===== config.mk =====
export PLATFORM = sky130hd
export DESIGN_NAME = slave_port
export DESIGN_NICKNAME = d
export VERILOG_FILES = /design/src/rtl/bus_pkg.sv /design/src/rtl/bit_serializer.sv /design/src/rtl/slave_port.sv
export SDC_FILE = /design/constraint.sdc
export NUM_CORES = 1
export LEC_CHECK = 0
export BUFFER_PORTS_ARGS = -buffer_cell sky130_fd_sc_hd__buf_2
export CAP_MARGIN = 20
export CORE_MARGIN = 2
export CORE_UTILIZATION = 55
export CTS_BUF_LIST = sky130_fd_sc_hd__clkbuf_8
export DETAILED_ROUTE_END_ITERATION = 10
export PLACE_DENSITY = 0.78
export SKIP_LAST_GASP = 1
export SYNTH_ARGS = -nofsm -noshare
export SYNTH_HDL_FRONTEND = slang
export SYNTH_SLANG_ARGS = --single-unit
export TNS_END_PERCENT = 10

===== constraint.sdc =====
create_clock -name clk -period 4.9 [get_ports clk]
set_clock_uncertainty 0.1 [all_clocks]
set_input_delay 0.245 -clock clk [delete_from_list [all_inputs] [get_ports clk]]
set_output_delay 0.245 -clock clk [all_outputs]
set_load 0.005 [all_outputs]

===== src/rtl/bus_pkg.sv =====
// bus_pkg: shared state, mode and width definitions for the serial system bus
package bus_pkg;
  localparam int DEF_DATA_WIDTH = 8;
  localparam int DEF_SLAVE_MEM_ADDR_WIDTH = 12;
  localparam logic READ = 1'b0;
  localparam logic WRITE = 1'b1;
  typedef enum logic [2:0] {
    IDLE  = 3'd0,
    ADDR  = 3'd1,
    WDATA = 3'd2,
    MEMW  = 3'd3,
    MEMR  = 3'd4,
    RDATA = 3'd5
  } state_e;
endpackage


===== src/rtl/bit_serializer.sv =====
// bit_serializer: indexed serial-in/parallel-out and parallel-in/serial-out register with bit counter
module bit_serializer #(
  parameter int W = 12
) (
  input  logic         clk,
  input  logic         rst,
  input  logic         clr,
  input  logic         adv,
  input  logic         wr,
  input  logic         load,
  input  logic         din,
  input  logic [W-1:0] pdin,
  output logic [W-1:0] pnext,
  output logic         sout,
  output logic [7:0]   cnt
);
  localparam int IW = $clog2(W);
  logic [W-1:0] sh_q, sh_d;
  logic [7:0] cnt_q, cnt_d;
  always_comb begin
    sh_d = load ? pdin : sh_q;
    if (wr) sh_d[cnt_q[IW-1:0]] = din;
    cnt_d = (clr ? 8'd0 : cnt_q) + {7'd0, adv};
  end
  always_ff @(posedge clk) begin
    if (rst) begin
      sh_q <= '0;
      cnt_q <= '0;
    end else begin
      sh_q <= sh_d;
      cnt_q <= cnt_d;
    end
  end
  assign pnext = sh_d;
  assign sout = sh_q[cnt_q[IW-1:0]];
  assign cnt = cnt_q;
endmodule


===== src/rtl/slave_port.sv =====
// slave_port: serial bus slave endpoint; define SLAVE_SPLIT_EN to enable read split requests
module slave_port
  import bus_pkg::*;
#(
  parameter int DATA_WIDTH = DEF_DATA_WIDTH,
  parameter int SLAVE_MEM_ADDR_WIDTH = DEF_SLAVE_MEM_ADDR_WIDTH,
  parameter int SPLIT_THRESHOLD = 4
) (
  input  logic                            clk,
  input  logic                            rst,
  input  logic                            swdata,
  input  logic                            smode,
  input  logic                            mvalid,
  output logic                            srdata,
  output logic                            svalid,
  output logic                            sready,
  output logic                            ssplit,
  output logic [SLAVE_MEM_ADDR_WIDTH-1:0] smemaddr,
  output logic [DATA_WIDTH-1:0]           smemwdata,
  output logic                            smemwen,
  output logic                            smemren,
  input  logic [DATA_WIDTH-1:0]           smemrdata,
  input  logic                            smemrvalid
);
`ifdef SLAVE_SPLIT_EN
  localparam bit SPLIT_EN = 1'b1;
`else
  localparam bit SPLIT_EN = 1'b0;
`endif
  localparam int AW = SLAVE_MEM_ADDR_WIDTH;
  localparam int DW = DATA_WIDTH;
  localparam int SW = AW > DW ? AW : DW;
  state_e state_q, state_d;
  logic mode_q, mode_d;
  logic srdata_q, srdata_d, svalid_q, svalid_d, ssplit_q, ssplit_d;
  logic smemwen_q, smemwen_d, smemren_q, smemren_d;
  logic [AW-1:0] smemaddr_q, smemaddr_d;
  logic [DW-1:0] smemwdata_q, smemwdata_d;
  logic [7:0] wcnt_q, wcnt_d;
  logic clr, adv, wr, load, sout;
  logic [SW-1:0] pnext;
  logic [7:0] cnt;
  bit_serializer #(.W(SW)) u_ser (
    .clk(clk),
    .rst(rst),
    .clr(clr),
    .adv(adv),
    .wr(wr),
    .load(load),
    .din(swdata),
    .pdin(SW'(smemrdata)),
    .pnext(pnext),
    .sout(sout),
    .cnt(cnt)
  );
  always_comb begin
    state_d = state_q;
    mode_d = mode_q;
    srdata_d = 1'b0;
    svalid_d = 1'b0;
    ssplit_d = 1'b0;
    smemwen_d = 1'b0;
    smemren_d = 1'b0;
    smemaddr_d = smemaddr_q;
    smemwdata_d = smemwdata_q;
    wcnt_d = 8'd0;
    clr = 1'b0;
    adv = 1'b0;
    wr = 1'b0;
    load = 1'b0;
    case (state_q)
      IDLE: if (mvalid) begin
        wr = 1'b1;
        adv = 1'b1;
        clr = 1'b1;
        mode_d = smode;
        state_d = ADDR;
      end
      ADDR: if (mvalid) begin
        wr = 1'b1;
        adv = cnt != 8'(AW-1);
        if (cnt == 8'(AW-1)) begin
          clr = 1'b1;
          smemaddr_d = pnext[AW-1:0];
          state_d = mode_q == WRITE ? WDATA : MEMR;
          smemren_d = mode_q == READ;
        end
      end
      WDATA: if (mvalid) begin
        wr = 1'b1;
        adv = cnt != 8'(DW-1);
        if (cnt == 8'(DW-1)) begin
          clr = 1'b1;
          smemwdata_d = pnext[DW-1:0];
          state_d = MEMW;
          smemwen_d = 1'b1;
        end
      end
      MEMW: state_d = IDLE;
      MEMR: if (smemrvalid) begin
        load = 1'b1;
        clr = 1'b1;
        adv = !ssplit_q;
        svalid_d = !ssplit_q;
        srdata_d = !ssplit_q && smemrdata[0];
        state_d = RDATA;
      end else begin
        wcnt_d = wcnt_q + {7'd0, !ssplit_q};
        ssplit_d = SPLIT_EN && (ssplit_q || (wcnt_q + 8'd1 == 8'(SPLIT_THRESHOLD)));
      end
      RDATA: if (cnt == 8'(DW)) begin
        clr = 1'b1;
        state_d = IDLE;
      end else begin
        adv = 1'b1;
        svalid_d = 1'b1;
        srdata_d = sout;
      end
      default: state_d = IDLE;
    endcase
  end
  always_ff @(posedge clk) begin
    if (rst) begin
      state_q <= IDLE;
      mode_q <= READ;
      srdata_q <= 1'b0;
      svalid_q <= 1'b0;
      ssplit_q <= 1'b0;
      smemwen_q <= 1'b0;
      smemren_q <= 1'b0;
      smemaddr_q <= '0;
      smemwdata_q <= '0;
      wcnt_q <= '0;
    end else begin
      state_q <= state_d;
      mode_q <= mode_d;
      srdata_q <= srdata_d;
      svalid_q <= svalid_d;
      ssplit_q <= ssplit_d;
      smemwen_q <= smemwen_d;
      smemren_q <= smemren_d;
      smemaddr_q <= smemaddr_d;
      smemwdata_q <= smemwdata_d;
      wcnt_q <= wcnt_d;
    end
  end
  assign sready = state_q == IDLE;
  assign srdata = srdata_q;
  assign svalid = svalid_q;
  assign ssplit = ssplit_q;
  assign smemwen = smemwen_q;
  assign smemren = smemren_q;
  assign smemaddr = smemaddr_q;
  assign smemwdata = smemwdata_q;
endmodule


==> flow_metrics.py <==
metrics = {
    "run_status": {
        "run_status": "finished, final reports clean",
    },
    "synth": {
        "synth_top_area_frac": 0.412,
        "synth-adder-area-share": 0.0107,
        "synth-seq-area-share": 0.412,
        "synthSimpleGateAreaFrac": 0.265,
        "synth_seq_cells": 48,
        "synth_cell_types": 46,
        "synthMuxAreaShare": 0.141,
        "synth-xor-area-share": 0.0188,
        "synth_top_family_by_area": "simple AND/OR/NAND/NOR gates",
        "avgSynthCellArea_um2": 8.91,
        "syn_nets": 278,
        "netlist_top_cells_area": "dfxtp_1 (41%), mux2i_1 (7.7%), mux2_2 (4.8%), nor2_1 (4.7%), nand2_1 (4.3%)",
        "syn_inst": 262,
        "synth_compound_area_frac": 0.112,
        "yosysWarnings": 0,
        "netlist_area_mm2": 0.00233,
        "yosysTopAreaCell": "dfxtp_1",
    },
    "worst_hold_path": {
        "min_path_cells": 3,
        "hold_class": "input pin to flip-flop",
        "hold_path_end": "mode_q",
        "hp-start": "smode",
    },
    "power": {
        "finalPower_mw": 0.891,
        "power_frac_comb": 0.140,
        "ir_drop_mv": 0.212,
        "p_switching_mw": 0.226,
        "power_frac_seq": 0.476,
        "switching_share": 0.254,
        "p_int_mw": 0.664,
        "pwr-share-clk": 0.385,
        "power.static_leakage_nw": 1.15,
        "powerDensity_mw_per_mm2": 334,
    },
    "floorplanning": {
        "start_util": 0.580,
        "placementRows": 23,
        "die_h_um": 69.2,
        "io_pins": 40,
        "design.core.area_mm2": 0.00403,
        "design.die.area_mm2": 0.00478,
        "die_w_um": 69.2,
    },
    "routing": {
        "firstDrtPassIters": 4,
        "vias_per_cell": 5.94,
        "drc": 0,
        "routedWlPerCell_um": 15.9,
        "drt_iter0_markers": 100,
        "ant_nets": 0,
        "vias": 2027,
        "wirelength_um": 5410,
    },
    "cts": {
        "root_buffer": "clkbuf_8",
        "cts_resized": 0,
        "path_clk_slew_ns": 0.09,
        "cts_setup_buffers": 0,
        "cts_tree": "done",
        "hold_buffers": 0,
        "cts_made_buffers": 5,
        "clk_latency_ns": 0.31,
        "cts.sinks": 48,
        "max-clock-path-buffers": 2,
        "cts.htree.levels": 2,
    },
    "global_route": {
        "grt_pass1_wl_um": 9200,
        "antenna_found_initial": 0,
        "overflow": 0,
        "grt_pass1_vias": 1994,
        "grtUsageTotal": 0.234,
        "grt_max_degree": 30,
    },
    "critical_path": {
        "critPathLaunchType": "flip-flop",
        "cp_max_fo": 14,
        "worstSetupStartpoint": "state_q[1]",
        "r2r_end": "u_ser.cnt[6]",
        "r2r_cells": 10,
        "rrSetupSlack_ns": 1.97,
        "worstPathArrival_ns": 3.02,
        "worstPathRequired_ns": 4.98,
        "reg2reg_from": "state_q[1]",
        "worstSetupPathType": "flip-flop to flip-flop",
        "crit_path_end_kind": "flip-flop",
    },
    "cells_and_area": {
        "layout_common_cells": "dfxtp_1 (48), buf_2 (38), nor2_1 (29)",
        "final_common_cell": "dfxtp_1",
        "layout.nets": 306,
        "antenna_cells": 0,
        "layout-drive-gt1-share": 0.244,
        "syn_to_final_growth_pct": 14.0,
    },
    "place": {
        "gp_congestion": 0.914,
        "dp_hpwl_um": 3880,
        "io_buffers": 38,
    },
    "timing": {
        "fmax_mhz": 341,
        "hold_violations": 0,
        "maxSlewViolCount": 0,
        "setup_viol": 0,
        "whs_ns": 0.0903,
        "rsz0062_at_grt": "no",
        "maxSlewHeadroom": 0.475,
        "setup_tns_ns": 0,
        "finalCritPeriodShare": 0.599,
        "worst_slew_pin_slew_ns": 0.777,
        "period_needed_ns": 2.93,
    },
    "job": {
        "cap_viol_max_count": 0,
    },
}
[how the worst max path moves through the flow]
stage / to / slack, ns / cells past startpoint
6_report: u_ser.cnt[6] / 1.97 / 10
5_1_grt: u_ser.cnt[6] / 1.78 / 11
4_1_cts: u_ser.cnt[6] / 1.97 / 10
3_5_place_dp: u_ser.cnt[6] / 1.99 / 10
3_3_place_gp: u_ser.cnt[6] / 2.03 / 10
2_1_floorplan: u_ser.cnt[6] / 2.26 / 13
[sequential cells by signal, summed over array words and instances (netlist names)]
register,count
smemaddr,12
u_ser.sh_q,12
smemwdata,8
u_ser.cnt,8
state_q,3
mode_q,1
smemren,1
smemwen,1
srdata,1
svalid,1
[worst max-delay path, cell delays in order, from the launching register on]
cell      delay, ns
dfxtp_1        0.58
or3b_2         0.50
mux2_2         0.23
o211ai_1       0.09
a311o_2        0.38
ha_1           0.22
ha_1           0.20
and3_1         0.21
nand3_1        0.10
xor2_1         0.15
nor2_1         0.05
[cells by family (layout without fill, tap and decap cells)]
family          count (synthesis)  in the layout
compound gates                 39             39
xor+xnor                        5              5
fa+ha+maj                       2              2
buf+inv                        22             51
flops                          48             48
mux                            30             30
other cells                     1              1
simple gates                  115            115
[synth_stat cells, drive strengths merged]
| cell type | number |
|---|---|
| a211oi | 5 |
| a21oi | 3 |
| a22oi | 1 |
| a311o | 1 |
| a31o | 2 |
| a31oi | 5 |
| a41oi | 1 |
| and2 | 5 |
| and3 | 2 |
| and4 | 2 |
| and4bb | 2 |
| buf | 7 |
| clkbuf | 11 |
| conb | 1 |
| dfxtp | 48 |
| ha | 2 |
| inv | 4 |
| mux2 | 11 |
| mux2i | 18 |
| mux4 | 1 |
| nand2 | 27 |
| nand3 | 13 |
| nand3b | 1 |
| nand4 | 5 |
| nand4b | 1 |
| nor2 | 29 |
| nor2b | 15 |
| nor3 | 5 |
| nor3b | 1 |
| nor4 | 1 |
| nor4b | 1 |
| nor4bb | 2 |
| o2111ai | 1 |
| o211a | 1 |
| o211ai | 1 |
| o21ai | 10 |
| o22ai | 8 |
| or3b | 2 |
| or4 | 1 |
| xnor2 | 1 |
| xor2 | 4 |
[metrics by stage]
step / setup WS (ns) / std cells / util / cell area (µm²)
after CTS: 1.97 / 341 / 0.661 / 2660
final: 1.97 / 341 / 0.661 / 2660
after global placement: 2.03 / 333 / 0.627 / 2520
after global routing: 1.78 / 341 / 0.661 / 2660
after floorplan: 2.26 / 262 / - / 2330
after detailed placement: 1.99 / 333 / 0.627 / 2520
[cell type report]
cell class	instances	area, µm²
fillers	348	1370
multi-input cells	192	1290
flip-flops and latches	48	961
repair buffers	39	198
clock buffers	5	68.8
clock inverters	3	68.8
well taps	50	62.6
inverters	4	15.0
[power groups by stage]
| stage | sequential [mW] | combinational (mW) | clock (mW) |
|---|---|---|---|
| detailed placement | 0.433 | 0.123 | 0 |
| floorplan | 0.418 | 0.105 | 0 |
| finish | 0.424 | 0.124 | 0.343 |
| CTS | 0.423 | 0.124 | 0.347 |
| global placement | 0.431 | 0.122 | 0 |
| global route | 0.427 | 0.138 | 0.360 |
[routing by layer]
metal	vias up	wire (µm)	global-route usage
li1	985	-	-
met4	0	115	0.0828
met1	967	2510	0.301
met5	-	0	0
met3	13	307	0.0585
met2	62	2470	0.382
(Power assumes the default switching activity.)
